[src/rtl/mem_sram_ctrl_pkg.sv]
// Shared types and defaults for the MEM-stage SRAM controller.
package mem_pkg;

  typedef enum logic [1:0] {IDLE, LOW, HIGH, DONE} state_t;
  typedef enum logic {OP_RD, OP_WR} op_t;

  localparam int unsigned DEF_BASE_ADDR   = 1024;
  localparam int unsigned DEF_WAIT_CYCLES = 3;
  localparam int unsigned DEF_SRAM_AW     = 18;

  // Word offset of a byte address from the SRAM base; low two bits drop out.
  function automatic logic [31:0] word_offset(input logic [31:0] addr,
                                              input logic [31:0] base);
    return (addr - base) >> 2;
  endfunction

endpackage

[src/rtl/mem_sram_ctrl_if.sv]
// Pipeline-side bus between EX/MEM, the SRAM controller and MEM/WB.
interface mem_sram_ctrl_if;
  logic        MEM_R_EN;
  logic        MEM_W_EN;
  logic [31:0] alu_res;
  logic [31:0] rm_val;
  logic [31:0] data_mem;
  logic        ready;

  modport master (
    output MEM_R_EN, MEM_W_EN, alu_res, rm_val,
    input  data_mem, ready
  );

  modport slave (
    input  MEM_R_EN, MEM_W_EN, alu_res, rm_val,
    output data_mem, ready
  );
endinterface

[src/rtl/mem_sram_ctrl.sv]
// Multi-cycle MEM stage: each 32-bit access becomes two 16-bit SRAM phases
// while ready is held low to freeze the pipeline.
module mem_sram_ctrl
  import mem_pkg::*;
#(
  parameter int unsigned BASE_ADDR   = DEF_BASE_ADDR,
  parameter int unsigned WAIT_CYCLES = DEF_WAIT_CYCLES,
  parameter int unsigned SRAM_AW     = DEF_SRAM_AW
) (
  input  logic               clk,
  input  logic               rst,
  mem_sram_ctrl_if.slave     pipe,
  output logic [SRAM_AW-1:0] sram_addr,
  output logic [15:0]        sram_dq_out,
  output logic               sram_dq_oe,
  input  logic [15:0]        sram_dq_in,
  output logic               sram_we_n
);

  localparam int unsigned CW = (WAIT_CYCLES > 1) ? $clog2(WAIT_CYCLES) : 1;
  localparam logic [CW-1:0] LAST = CW'(WAIT_CYCLES - 1);

  state_t             state;
  op_t                op;
  logic [CW-1:0]      cnt;
  logic [SRAM_AW-2:0] idx;
  logic [15:0]        wdata_hi;
  logic [31:0]        rdata;

  logic               req;
  logic [SRAM_AW-2:0] req_idx;

  always_comb begin
    req     = pipe.MEM_R_EN | pipe.MEM_W_EN;
    req_idx = (SRAM_AW-1)'(word_offset(pipe.alu_res, 32'(BASE_ADDR)));
  end

  always_comb begin
    pipe.ready    = ((state == IDLE) && !req) || (state == DONE);
    pipe.data_mem = '0;
    if (state == DONE && op == OP_RD && pipe.MEM_R_EN)
      pipe.data_mem = rdata;
  end

  // Bus pins are registered: each transition loads the values for the phase
  // being entered, so an async reset returns the bus to idle at once.
  always_ff @(posedge clk or posedge rst) begin
    if (rst) begin
      state       <= IDLE;
      op          <= OP_RD;
      cnt         <= '0;
      idx         <= '0;
      wdata_hi    <= '0;
      rdata       <= '0;
      sram_addr   <= '0;
      sram_dq_out <= '0;
      sram_dq_oe  <= 1'b0;
      sram_we_n   <= 1'b1;
    end else begin
      case (state)
        IDLE: begin
          if (req) begin
            op          <= pipe.MEM_W_EN ? OP_WR : OP_RD;
            idx         <= req_idx;
            wdata_hi    <= pipe.rm_val[31:16];
            cnt         <= '0;
            state       <= LOW;
            sram_addr   <= {req_idx, 1'b0};
            sram_we_n   <= !pipe.MEM_W_EN;
            sram_dq_oe  <= pipe.MEM_W_EN;
            sram_dq_out <= pipe.MEM_W_EN ? pipe.rm_val[15:0] : '0;
          end
        end
        LOW: begin
          if (cnt == LAST) begin
            cnt <= '0;
            if (op == OP_RD)
              rdata[15:0] <= sram_dq_in;
            state       <= HIGH;
            sram_addr   <= {idx, 1'b1};
            sram_dq_out <= (op == OP_WR) ? wdata_hi : '0;
          end else begin
            cnt <= cnt + CW'(1);
          end
        end
        HIGH: begin
          if (cnt == LAST) begin
            cnt <= '0;
            if (op == OP_RD)
              rdata[31:16] <= sram_dq_in;
            state       <= DONE;
            sram_addr   <= '0;
            sram_dq_out <= '0;
            sram_dq_oe  <= 1'b0;
            sram_we_n   <= 1'b1;
          end else begin
            cnt <= cnt + CW'(1);
          end
        end
        DONE: state <= IDLE;
        default: state <= IDLE;
      endcase
    end
  end

endmodule

[src/flat_wrapper.sv]
// flat-port wrapper written by rule: the top's interface ports become plain ports
module mem_sram_ctrl_flat import mem_pkg::*;
#(
  parameter int unsigned BASE_ADDR   = DEF_BASE_ADDR,
  parameter int unsigned WAIT_CYCLES = DEF_WAIT_CYCLES,
  parameter int unsigned SRAM_AW     = DEF_SRAM_AW
)
  (clk, rst, sram_addr, sram_dq_out, sram_dq_oe, sram_dq_in, sram_we_n, pipe_MEM_R_EN, pipe_MEM_W_EN, pipe_alu_res, pipe_rm_val, pipe_data_mem, pipe_ready);
  mem_sram_ctrl_if pipe_i ();
  input  logic clk;
  input  logic rst;
  output logic [SRAM_AW-1:0] sram_addr;
  output logic [15:0] sram_dq_out;
  output logic sram_dq_oe;
  input  logic [15:0] sram_dq_in;
  output logic sram_we_n;
  input wire logic [$bits(pipe_i.MEM_R_EN)-1:0] pipe_MEM_R_EN;
  input wire logic [$bits(pipe_i.MEM_W_EN)-1:0] pipe_MEM_W_EN;
  input wire logic [$bits(pipe_i.alu_res)-1:0] pipe_alu_res;
  input wire logic [$bits(pipe_i.rm_val)-1:0] pipe_rm_val;
  output wire logic [$bits(pipe_i.data_mem)-1:0] pipe_data_mem;
  output wire logic [$bits(pipe_i.ready)-1:0] pipe_ready;
  assign pipe_i.MEM_R_EN = pipe_MEM_R_EN;
  assign pipe_i.MEM_W_EN = pipe_MEM_W_EN;
  assign pipe_i.alu_res = pipe_alu_res;
  assign pipe_i.rm_val = pipe_rm_val;
  assign pipe_data_mem = pipe_i.data_mem;
  assign pipe_ready = pipe_i.ready;
  mem_sram_ctrl #(.BASE_ADDR(BASE_ADDR), .WAIT_CYCLES(WAIT_CYCLES), .SRAM_AW(SRAM_AW)) u_core (.clk(clk), .rst(rst), .pipe(pipe_i), .sram_addr(sram_addr), .sram_dq_out(sram_dq_out), .sram_dq_oe(sram_dq_oe), .sram_dq_in(sram_dq_in), .sram_we_n(sram_we_n));
endmodule
[config.mk]
export PLATFORM = sky130hd
export DESIGN_NAME = mem_sram_ctrl_flat
export DESIGN_NICKNAME = d
export VERILOG_FILES = /design/src/rtl/mem_sram_ctrl_pkg.sv /design/src/rtl/mem_sram_ctrl_if.sv /design/src/rtl/mem_sram_ctrl.sv /design/src/flat_wrapper.sv
export SDC_FILE = /design/constraint.sdc
export NUM_CORES = 1
export LEC_CHECK = 0
export BUFFER_PORTS_ARGS = -buffer_cell sky130_fd_sc_hd__buf_2
export CAP_MARGIN = 20
export CORE_MARGIN = 2
export CORE_UTILIZATION = 55
export CTS_CLUSTER_SIZE = 30
export DETAILED_ROUTE_END_ITERATION = 10
export HOLD_SLACK_MARGIN = 0.08
export PLACE_DENSITY = 0.86
export SETUP_SLACK_MARGIN = 0.15
export SYNTH_ARGS = -nofsm -noshare
export SYNTH_HDL_FRONTEND = slang
export SYNTH_SLANG_ARGS = --single-unit
[constraint.sdc]
create_clock -name clk -period 6.9 [get_ports clk]
set_clock_uncertainty 0.1 [all_clocks]
set_input_delay 1.38 -clock clk [delete_from_list [all_inputs] [get_ports clk]]
set_output_delay 1.38 -clock clk [all_outputs]
set_load 0.03 [all_outputs]
==> impl_metrics.json <==
{
  "synthesized_area_um2": 4720,
  "leakage_nw": 2.83,
  "initial_core_util_pct": 57.2,
  "cell_chosen_for_the_clock_root": "clkbuf_8",
  "finalHoldViolCount": 0,
  "finalWeightedCongestion": 0.826,
  "postSynth.topFlopCell": "dfrtp_1",
  "fmax_ghz": 0.261,
  "run_status": "finished clean",
  "peakVddDrop_mv": 0.294,
  "synth-edff-count": 0,
  "cts_max_path_buffers": 2,
  "drc": 0,
  "insertion_delay_ns": 0.36,
  "cp.required_ns": 5.42,
  "ctsResizeCount": 0,
  "finalNetCount": 624,
  "worst-path-buf-inv": 2,
  "dieWidth_um": 96.6,
  "cts.sinks": 106,
  "setup.worst_path.class": "in -> out",
  "critical_path.slowest_cell": "nor2_1",
  "tightest_slew_ns": 1.04,
  "setup-violations-final": 0,
  "avgSynthCellArea_um2": 11.7,
  "min-delay-path-class": "reg -> reg",
  "syn_nets": 493,
  "antenna_found_initial": 1,
  "timing.critical_path.max_delay_family": "simple AND/OR/NAND/NOR gates",
  "timing.critical_path.arrival_ns": 2.35,
  "post-place-ws_ns": 3.07,
  "cp_cell_sequence": "buf_2 -> nor2_1 -> a21o_1 -> buf_2",
  "critPathMostFrequentCell": "buf_2",
  "cellPowerDensity_nw_per_um2": 496,
  "post_cts.repair.setup_buffers": 0,
  "critPathCaptureType": "output pin",
  "cts.hold.buffers_added": 0,
  "drv_slew": 0,
  "synth_cells": 403,
  "drt_pre_antenna_iters": 4,
  "critical_path.max_stage_delay_ns": 0.39,
  "drt-vias-per-instance": 5.47,
  "drive_gt1_share_pct": 42.7,
  "fin_hold_ws_ns": 0.393,
  "drt_iter0_drc": 207,
  "grt.total_usage_pct": 22.4,
  "maxSlewHeadroom_pct": 30.5,
  "synth_sequential_area_ratio_pct": 56.2,
  "pin_count_of_the_biggest_net_entering_global_routing": 71,
  "total_length_of_routed_wires_um": 10000,
  "die_area_um2": 9340,
  "antenna_cells": 0,
  "fin_crit_sh_pct": 55.5,
  "post_synth_num_cell_types": 45,
  "grt-ovfl-total": 0,
  "placeableCoreArea_um2": 8260,
  "cp-start-kind": "primary input",
  "number_of_global_route_vias_before_repair": 3605,
  "cap_viol_max_count": 0,
  "area_growth_syn_to_layout_pct": 20.4,
  "async_reset_ff_share_pct": 100,
  "wire_per_inst_um": 15.6,
  "timing.final.ws_setup_ns": 3.07,
  "clock_tree_from_tritoncts": "done",
  "cts_buffers": 9,
  "layout_min_cycle_time_ns": 3.83,
  "warning_count_from_the_yosys_run": 0,
  "clock_tree.htree_level_count": 3,
  "final.setup.tns_ns": 0,
  "rsz0062_at_grt": "no",
  "routed_antenna_nets": 0,
  "grt_pass1_wl_um": 17100,
  "floorplan.io_pins": 153,
  "num_vias": 3522,
  "rows": 33,
  "clkSlewWorstSetupHoldPaths_ns": 0.09,
  "buffer_ports.inserted": 137,
  "dpl.hpwl_um": 7170,
  "synth.ff_latch_count": 106,
  "die_height_um": 96.6,
  "critical_path_peak_fanout": 6,
  "total_power_after_layout_mw": 2.82
}
==> flip-flops by register name (all words and copies together), names as in the netlist <==
signal / flops
u_core.sram_addr: 18
u_core.idx: 17
u_core.cnt: 2
u_core.sram_dq_oe: 1
u_core.op: 1
u_core.wdata_hi: 16
u_core.state: 2
u_core.sram_dq_out: 16
u_core.sram_we_n: 1
u_core.rdata: 32
==> cells in the mapped netlist (2+ instances only) <==
| cell | n | area, µm² |
|---|---|---|
| dfrtp_1 | 105 | 2630 |
| mux2_2 | 61 | 687 |
| nor2_1 | 59 | 221 |
| and2_1 | 33 | 206 |
| a221oi_1 | 24 | 210 |
| nand2_1 | 17 | 63.8 |
| clkbuf_1 | 14 | 52.6 |
| o21ai_0 | 14 | 70.1 |
| inv_1 | 10 | 37.5 |
| a21oi_1 | 7 | 35.0 |
| ha_1 | 6 | 75.1 |
| buf_2 | 5 | 25.0 |
| a21o_1 | 3 | 22.5 |
| a22o_1 | 3 | 26.3 |
| xnor2_1 | 3 | 26.3 |
| a221o_1 | 2 | 20.0 |
| and3_1 | 2 | 12.5 |
| buf_4 | 2 | 15.0 |
| buf_6 | 2 | 22.5 |
| nand2b_1 | 2 | 12.5 |
| nor3_1 | 2 | 10.0 |
| nor3b_2 | 2 | 25.0 |
| o21ai_1 | 2 | 10.0 |
| xor2_1 | 2 | 17.5 |
==> per-layer routing <==
metal	vias up	wire (µm)	GRT usage [%]	share of wire, %
met5	-	11	0	0.11
met4	2	140	6.28	1.4
met3	14	810	6.36	8.1
met2	125	4850	37.8	48
met1	1710	4230	28.5	42
li1	1671	-	-	-
==> cell families after synthesis <==
logic type | share of synthesized area [%]
adders and majority gates | 1.59
muxes | 14.8
xor gates and xnor gates | 0.928
buffers and inverters | 3.31
DFF | 56.2
AOI/OAI and AO/OA | 9.94
and+or+nand+nor | 13.2
==> through the flow <==
| stage | utilization (%) | instances | instance area, µm² |
|---|---|---|---|
| after floorplan | - | 403 | 4720 |
| after global placement | 66.5 | 627 | 5490 |
| after detailed placement | 66.5 | 627 | 5490 |
| after CTS | 68.6 | 643 | 5660 |
| after global routing | 68.8 | 644 | 5680 |
| final | 68.8 | 644 | 5680 |
==> final timing paths <==
check	slack [ns]	cells after the start	end	start
setup / recovery	3.07	4	pipe_ready	pipe_MEM_W_EN
hold / removal	0.39	2	u_core.sram_addr[9]	u_core.sram_addr[9]
setup reg to reg	4.46	5	u_core.sram_dq_out[7]	u_core.state[0]
hold reg to reg	0.39	2	u_core.sram_addr[9]	u_core.sram_addr[9]
max in group asynchronous	4.56	3	u_core.wdata_hi[5]	rst
min in group asynchronous	0.92	2	u_core.rdata[19]	rst
==> cell type report <==
cell class	count	area, µm²
clock buffers	10	128
clock inverters	6	47.5
fillers	629	2570
inverters	10	40.0
multi-input cells	263	1930
flip-flops and latches	106	2650
well taps	105	131
repair buffers	144	751
==> worst reg2reg max path, cell delays in order, from the launching register on <==
cell,delay [ns]
dfrtp_1,0.40
inv_1,0.11
ha_1,0.51
nor2_1,0.88
a221oi_1,0.23
nor2_1,0.15
==> report_power, final <==
part           internal (mW)  switching (mW)
Combinational          0.541           0.839
Clock                  0.136           0.210
Sequential             0.940           0.154
Total                   1.62            1.20
==> cells in the final DEF, fill, tap and decap left out, types with 2 or more instances in the layout <==
cell,count
nor3_1,2
mux2_2,61
nand2b_1,2
buf_4,6
buf_2,137
and2_1,33
a21oi_1,7
nor2_1,59
clkbuf_8,9
a21o_1,3
a221o_1,2
inv_6,3
o21ai_0,14
xnor2_1,3
inv_1,9
ha_1,6
and3_1,2
xor2_1,2
nor3b_2,2
a221oi_1,24
dfrtp_1,105
nand2_1,17
a22o_1,3
(Power assumes the default switching activity.)
